`src/rtl/open_mem_pkg.sv`:
```
// Shared types and helpers for the multi-port open memory: byte-enable merge,
// clear-FSM state encoding and lane range check.
package open_mem_pkg;

    // Widest lane supported by the merge helper; callers zero-extend and truncate.
    localparam int MAX_DW  = 64;
    localparam int MAX_NBE = MAX_DW / 8;

    typedef enum logic {
        ST_IDLE  = 1'b0,
        ST_CLEAR = 1'b1
    } state_t;

    function automatic logic [MAX_DW-1:0] be_merge(
        input logic [MAX_DW-1:0]  old_v,
        input logic [MAX_DW-1:0]  new_v,
        input logic [MAX_NBE-1:0] be
    );
        logic [MAX_DW-1:0] r;
        r = old_v;
        for (int j = 0; j < MAX_NBE; j++) begin
            if (be[j]) r[j*8 +: 8] = new_v[j*8 +: 8];
        end
        return r;
    endfunction

    function automatic logic lane_ok(
        input logic [31:0] lane,
        input logic [31:0] nlanes
    );
        return lane < nlanes;
    endfunction

endpackage

```
`src/rtl/open_mem_rdport.sv`:
```
// Registered random-read port: picks a lane from storage, or from the
// post-write lane values when bypass is enabled; out-of-range lanes read 0.
module open_mem_rdport
    import open_mem_pkg::*;
#(
    parameter int AWIDTH = 2,
    parameter int DWIDTH = 8,
    parameter int NLANES = 4,
    parameter int BYPASS = 1
) (
    input  logic              clk,
    input  logic              rst,
    input  logic [AWIDTH-1:0] i_rlane,
    input  logic [DWIDTH-1:0] i_store [NLANES],
    input  logic [DWIDTH-1:0] i_wnext [NLANES],
    output logic [DWIDTH-1:0] o_rdata
);

    logic [DWIDTH-1:0] w_sel;
    logic [DWIDTH-1:0] r_rdata;

    always_comb begin
        w_sel = '0;
        if (lane_ok(32'(i_rlane), 32'(NLANES))) begin
            w_sel = (BYPASS != 0) ? i_wnext[i_rlane] : i_store[i_rlane];
        end
    end

    always_ff @(posedge clk) begin
        if (!rst) r_rdata <= '0;
        else      r_rdata <= w_sel;
    end

    assign o_rdata = r_rdata;

endmodule

```
`src/rtl/open_mem_mp.sv`:
```
// Multi-port lane store: two byte-enabled write ports (B wins on overlap),
// two registered read ports, flat all-lanes view and a lane-by-lane clear engine.
module open_mem_mp
    import open_mem_pkg::*;
#(
    parameter  int AWIDTH     = 2,
    parameter  int DWIDTH     = 8,
    parameter  int NLANES     = 2**AWIDTH,
    parameter  int ZERO_LANE0 = 0,
    parameter  int BYPASS     = 1,
    localparam int NBE        = DWIDTH / 8
) (
    input  logic                     clk,
    input  logic                     rst,
    input  logic                     i_wr_a,
    input  logic [AWIDTH-1:0]        i_wlane_a,
    input  logic [NBE-1:0]           i_wbe_a,
    input  logic [DWIDTH-1:0]        i_wdata_a,
    input  logic                     i_wr_b,
    input  logic [AWIDTH-1:0]        i_wlane_b,
    input  logic [NBE-1:0]           i_wbe_b,
    input  logic [DWIDTH-1:0]        i_wdata_b,
    input  logic [AWIDTH-1:0]        i_rlane_0,
    input  logic [AWIDTH-1:0]        i_rlane_1,
    output logic [DWIDTH-1:0]        o_rdata_0,
    output logic [DWIDTH-1:0]        o_rdata_1,
    input  logic                     i_clr,
    output logic                     o_busy,
    output logic [NLANES*DWIDTH-1:0] o_datalane
);

    state_t            r_state, w_state_nx;
    logic [AWIDTH-1:0] r_cnt, w_cnt_nx;
    logic [DWIDTH-1:0] r_mem  [NLANES];
    logic [DWIDTH-1:0] w_next [NLANES];
    logic              w_wr_a, w_wr_b;

    assign o_busy = (r_state == ST_CLEAR);

    // Writes are dropped while clearing, outside the lane range, and to a hardwired-zero lane 0.
    assign w_wr_a = i_wr_a && !o_busy && lane_ok(32'(i_wlane_a), 32'(NLANES))
                    && !((ZERO_LANE0 != 0) && (i_wlane_a == '0));
    assign w_wr_b = i_wr_b && !o_busy && lane_ok(32'(i_wlane_b), 32'(NLANES))
                    && !((ZERO_LANE0 != 0) && (i_wlane_b == '0));

    // Post-write lane values; B is applied after A so it wins on shared bytes.
    always_comb begin
        for (int k = 0; k < NLANES; k++) begin
            // NOTE: every always_comb output gets a value before any condition, so no latch is inferred.
            w_next[k] = r_mem[k];
            if (w_wr_a && (i_wlane_a == AWIDTH'(k))) begin
                w_next[k] = DWIDTH'(be_merge(MAX_DW'(w_next[k]), MAX_DW'(i_wdata_a),
                                             MAX_NBE'(i_wbe_a)));
            end
            if (w_wr_b && (i_wlane_b == AWIDTH'(k))) begin
                w_next[k] = DWIDTH'(be_merge(MAX_DW'(w_next[k]), MAX_DW'(i_wdata_b),
                                             MAX_NBE'(i_wbe_b)));
            end
        end
    end

    always_comb begin
        w_state_nx = r_state;
        w_cnt_nx   = r_cnt;
        case (r_state)
            ST_IDLE: begin
                if (i_clr) begin
                    w_state_nx = ST_CLEAR;
                    w_cnt_nx   = '0;
                end
            end
            ST_CLEAR: begin
                if (r_cnt == AWIDTH'(NLANES - 1)) begin
                    w_state_nx = ST_IDLE;
                    w_cnt_nx   = '0;
                end else begin
                    w_cnt_nx = r_cnt + AWIDTH'(1);
                end
            end
            default: begin
                w_state_nx = ST_IDLE;
                w_cnt_nx   = '0;
            end
        endcase
    end

    always_ff @(posedge clk) begin
        // NOTE: state is updated with non-blocking assignments so every register samples pre-edge values.
        if (!rst) begin
            r_state <= ST_IDLE;
            r_cnt   <= '0;
            // NOTE: this storage is small flops and must read zero after reset, so it is reset explicitly.
            for (int k = 0; k < NLANES; k++) r_mem[k] <= '0;
        end else begin
            r_state <= w_state_nx;
            r_cnt   <= w_cnt_nx;
            for (int k = 0; k < NLANES; k++) begin
                if (o_busy && (r_cnt == AWIDTH'(k))) r_mem[k] <= '0;
                else                                 r_mem[k] <= w_next[k];
            end
        end
    end

    for (genvar k = 0; k < NLANES; k++) begin : g_flat
        assign o_datalane[k*DWIDTH +: DWIDTH] = r_mem[k];
    end

    open_mem_rdport #(
        .AWIDTH(AWIDTH), .DWIDTH(DWIDTH), .NLANES(NLANES), .BYPASS(BYPASS)
    ) u_rd0 (
        .clk(clk), .rst(rst), .i_rlane(i_rlane_0),
        .i_store(r_mem), .i_wnext(w_next), .o_rdata(o_rdata_0)
    );

    open_mem_rdport #(
        .AWIDTH(AWIDTH), .DWIDTH(DWIDTH), .NLANES(NLANES), .BYPASS(BYPASS)
    ) u_rd1 (
        .clk(clk), .rst(rst), .i_rlane(i_rlane_1),
        .i_store(r_mem), .i_wnext(w_next), .o_rdata(o_rdata_1)
    );

endmodule

```
`config.mk`:
```
export PLATFORM = sky130hd
export DESIGN_NAME = open_mem_mp
export DESIGN_NICKNAME = d
export VERILOG_FILES = /design/src/rtl/open_mem_pkg.sv /design/src/rtl/open_mem_rdport.sv /design/src/rtl/open_mem_mp.sv
export SDC_FILE = /design/constraint.sdc
export NUM_CORES = 1
export LEC_CHECK = 0
export CAP_MARGIN = 30
export CORE_ASPECT_RATIO = 1.1
export CORE_UTILIZATION = 30
export DETAILED_ROUTE_END_ITERATION = 8
export SLEW_MARGIN = 25
export SYNTH_ARGS = -nofsm -noshare
export SYNTH_HDL_FRONTEND = slang
export SYNTH_SLANG_ARGS = --single-unit
```
`constraint.sdc`:
```
create_clock -name clk -period 3.03 [get_ports clk]
set_input_delay 0.303 -clock clk [delete_from_list [all_inputs] [get_ports clk]]
set_output_delay 0.303 -clock clk [all_outputs]
set_load 0.02 [all_outputs]
```
==> impl_metrics.csv <==
group,metric,value,unit
cells_and_area,drive_gt1_share,10.1,%
timing,fin_hold_ws,0.604,ns
logic_synthesis,syn_avg_cell_area,8.96,sq um
clock_tree,numCtsBuffers,5,
clock_tree,h-tree-depth,2,
placed_design,dpl_cell_area,3790,sq um
cells_and_area,design_area,3910,sq um
timing,fin_crit_sh,71.8,%
power_and_ir_drop,irDropWorstVdd,0.205,mV
grt,grt_start_max_net_pins,25,
cells_and_area,area_delta_synth_final,32.6,%
power_and_ir_drop,comb_power_share,23.2,%
grt,grt-ovfl-total,0,
logic_synthesis,yosysTopAreaCellShare,34.6,%
cells_and_area,nets,430,
die,start_util,31.2,%
die,ios,80,
clock_tree,cts.sinks,51,
routing,vias,2866,
outcome,status,"finished clean",
worst_setup_path,arrival,1.87,ns
timing,skew,0.00939,ns
power_and_ir_drop,netSwitchingPower,0.000476,W
logic_synthesis,synth_cells,329,
clock_tree,cts.clk_slew.worst_paths,0.10,ns
worst_setup_path,worst_setup_path_start_kind,"flip-flop",
logic_synthesis,synth_nets,364,
placed_design,hpwlAfterDp,7300,microns
grt,antenna_found_initial,0,
timing,finalHoldViolCount,0,
die,die_h,106,microns
die,rows,37,
routing,detail_route.wl_per_cell,18.7,microns
die,core,9440,sq um
power_and_ir_drop,p_leak,1.36,nW
timing,relSlewSlack,36.3,%
logic_synthesis,async_reset_ff_share,0,%
power_and_ir_drop,swShare,29.9,%
grt,grt_pass1_vias,2796,
logic_synthesis,synth_area_leaders,"dfxtp_1 (35%), a221oi_2 (8.2%), mux2i_1 (5.8%)",
logic_synthesis,synth_simple_gate_area_share,24.7,%
die,die_area,10200,sq um
clock_tree,cts_tree,"built",
routing,post_drt_via_cell_ratio,5.59,
logic_synthesis,synth_top_family_by_area,"compound AO/OA/AOI/OAI gates",
clock_tree,postCtsResizedCells,0,
power_and_ir_drop,clockPowerShare,31.5,%
placed_design,port_buffers,79,
power_and_ir_drop,seqPwrFrac,45.3,%
logic_synthesis,yosysSeqAreaShare,34.6,%
worst_setup_path,critPathMaxFanout,19,
logic_synthesis,synth-xor-area-share,0,%
logic_synthesis,synth-edff-count,0,
cells_and_area,diodes,0,
routing,dr.pass1.iters,5,
timing,setup_violations,0,
grt,grt_usage,19.2,%
timing,max_freq,0.460,GHz
logic_synthesis,synth-adder-area-share,1.70,%
worst_setup_path,required,2.73,ns
timing,tightestPinTransition,0.952,ns
placed_design,gp_congestion,0.888,
routing,drt_iter0_markers,224,
logic_synthesis,synthMuxAreaShare,5.77,%
logic_synthesis,synth_compound_area_share,27.9,%
worst_setup_path,max_stage_delay,0.63,ns
clock_tree,clk_latency,0.32,ns
timing,slew_violations,0,
clock_tree,postCtsSetupRepairBufs,0,
clock_tree,cts-root-buf,"clkbuf_8",
min_path,hp-class,"flip-flop to flip-flop",
timing,rsz0062_at_grt,"no",
routing,post-route-drc-count,0,
power_and_ir_drop,p_int,0.00111,W
routing,ant_nets,0,
logic_synthesis,yosysTopAreaCell,"dfxtp_1",
worst_setup_path,crit_slowest_cell,"dfxtp_1",
logic_synthesis,ys.warnings.count,0,
logic_synthesis,yosys.cell_count.top_type,"dfxtp_1",
timing,fin_crit,2.18,ns
logic_synthesis,ys_types,39,
routing,drt_wl_total,9580,microns
worst_setup_path,cp-end-kind,"output pin",
clock_tree,postCtsHoldBufs,0,
flow_run,max_cap_viol_count,0,
logic_synthesis,synth-seq-cells,51,
die,dieWidth,96.5,microns
logic_synthesis,synth_ff_type,"dfxtp_1",
worst_setup_path,path_cells,"buf_4 -> clkdlybuf4s50_1",
grt,grt_pass1_wl,15000,microns
logic_synthesis,netlist_top_cells_count,"dfxtp_1 (51), nor3_1 (33), o21ai_0 (31)",
logic_synthesis,syn_area,2950,sq um
timing,fin_tns_setup,0,ns
worst_setup_path,crit_type,"flip-flop to output pin",
clock_tree,clockBufferDepth,2,
power_and_ir_drop,p_per_area,407,nW/um^2
cell type report:
class                           instances  area [sq um]
Fill cell                             957          5540
Multi-Input combinational cell        248          1770
Sequential cell                        51          1020
Timing Repair Buffer                   86           843
Tap cell                              117           146
Clock buffer                            5          68.8
Clock inverter                          3          46.3
Inverter                                3          11.3
worst paths after layout:
path	start	to	slack (ns)	depth (start not counted)
worst min-delay path	r_cnt[0]$_SDFFE_PN0P_	r_cnt[0]$_SDFFE_PN0P_	0.60	2
worst max register to register	o_busy$_SDFF_PN0_	u_rd1.o_rdata[7]$_SDFF_PN0_	0.97	5
worst min register to register	r_cnt[0]$_SDFFE_PN0P_	r_cnt[0]$_SDFFE_PN0P_	0.60	2
worst max-delay path	o_busy$_SDFF_PN0_	o_busy	0.85	2
sequential cells by signal (all words and copies together), names as in the netlist:
| register | count |
|---|---|
| o_datalane | 32 |
| o_busy | 1 |
| r_cnt | 2 |
| u_rd0.o_rdata | 8 |
| u_rd1.o_rdata | 8 |
through the flow:
step	setup slack [ns]	util, %	std cells	total power [W]
after floorplan	1.39	-	329	0.000947
final	0.855	41.4	513	0.00159
after detailed placement	0.607	40.2	505	0.00110
after CTS	0.863	41.4	513	0.00159
after global placement	0.619	40.2	505	0.00110
after global routing	0.677	41.4	513	0.00165
critical path: cells and delay by family, from the launching register on:
family / cells / cell delay, ns
DFF: 1 / 0.63
buffers and inverters: 2 / 0.93
cells by family (layout without fill, tap and decap cells):
| group | after synthesis | count (layout) |
|---|---|---|
| AND/OR/NAND/NOR | 122 | 122 |
| AO/OA/AOI/OAI | 105 | 105 |
| flip-flops | 51 | 51 |
| buffers and inverters | 30 | 97 |
| multiplexers | 17 | 17 |
| adder cells (fa/ha/maj) | 4 | 4 |
power by group through the flow:
stage	registers (W)	logic (W)	clock network, W
after global placement	0.000736	0.000361	0
after CTS	0.000720	0.000365	0.000507
after detailed placement	0.000735	0.000362	0
final	0.000720	0.000370	0.000500
after global routing	0.000724	0.000394	0.000536
after floorplan	0.000762	0.000185	0
placed cells by master, fill, tap and decap left out, types with 15 or more instances in the layout:
cell             netlist  routed
mux2i_1               17      17
o22ai_1               15      15
clkdlybuf4s50_1        0      79
nand2_1               20      20
dfxtp_1               51      51
nor2b_1               16      16
o21ai_0               31      31
a221oi_2              16      16
o32a_1                16      16
nor3_1                33      33
nor2_1                19      19
routing by layer:
layer | part of all wire [%] | GRT usage (%) | vias to the layer above
li1 | - | - | 1384
met1 | 46 | 28.4 | 1326
met2 | 45 | 28.0 | 140
met3 | 6.9 | 2.93 | 16
met4 | 1.7 | 6.51 | 0
met5 | 0 | 0 | -
Power figures use the tool's default switching activity.
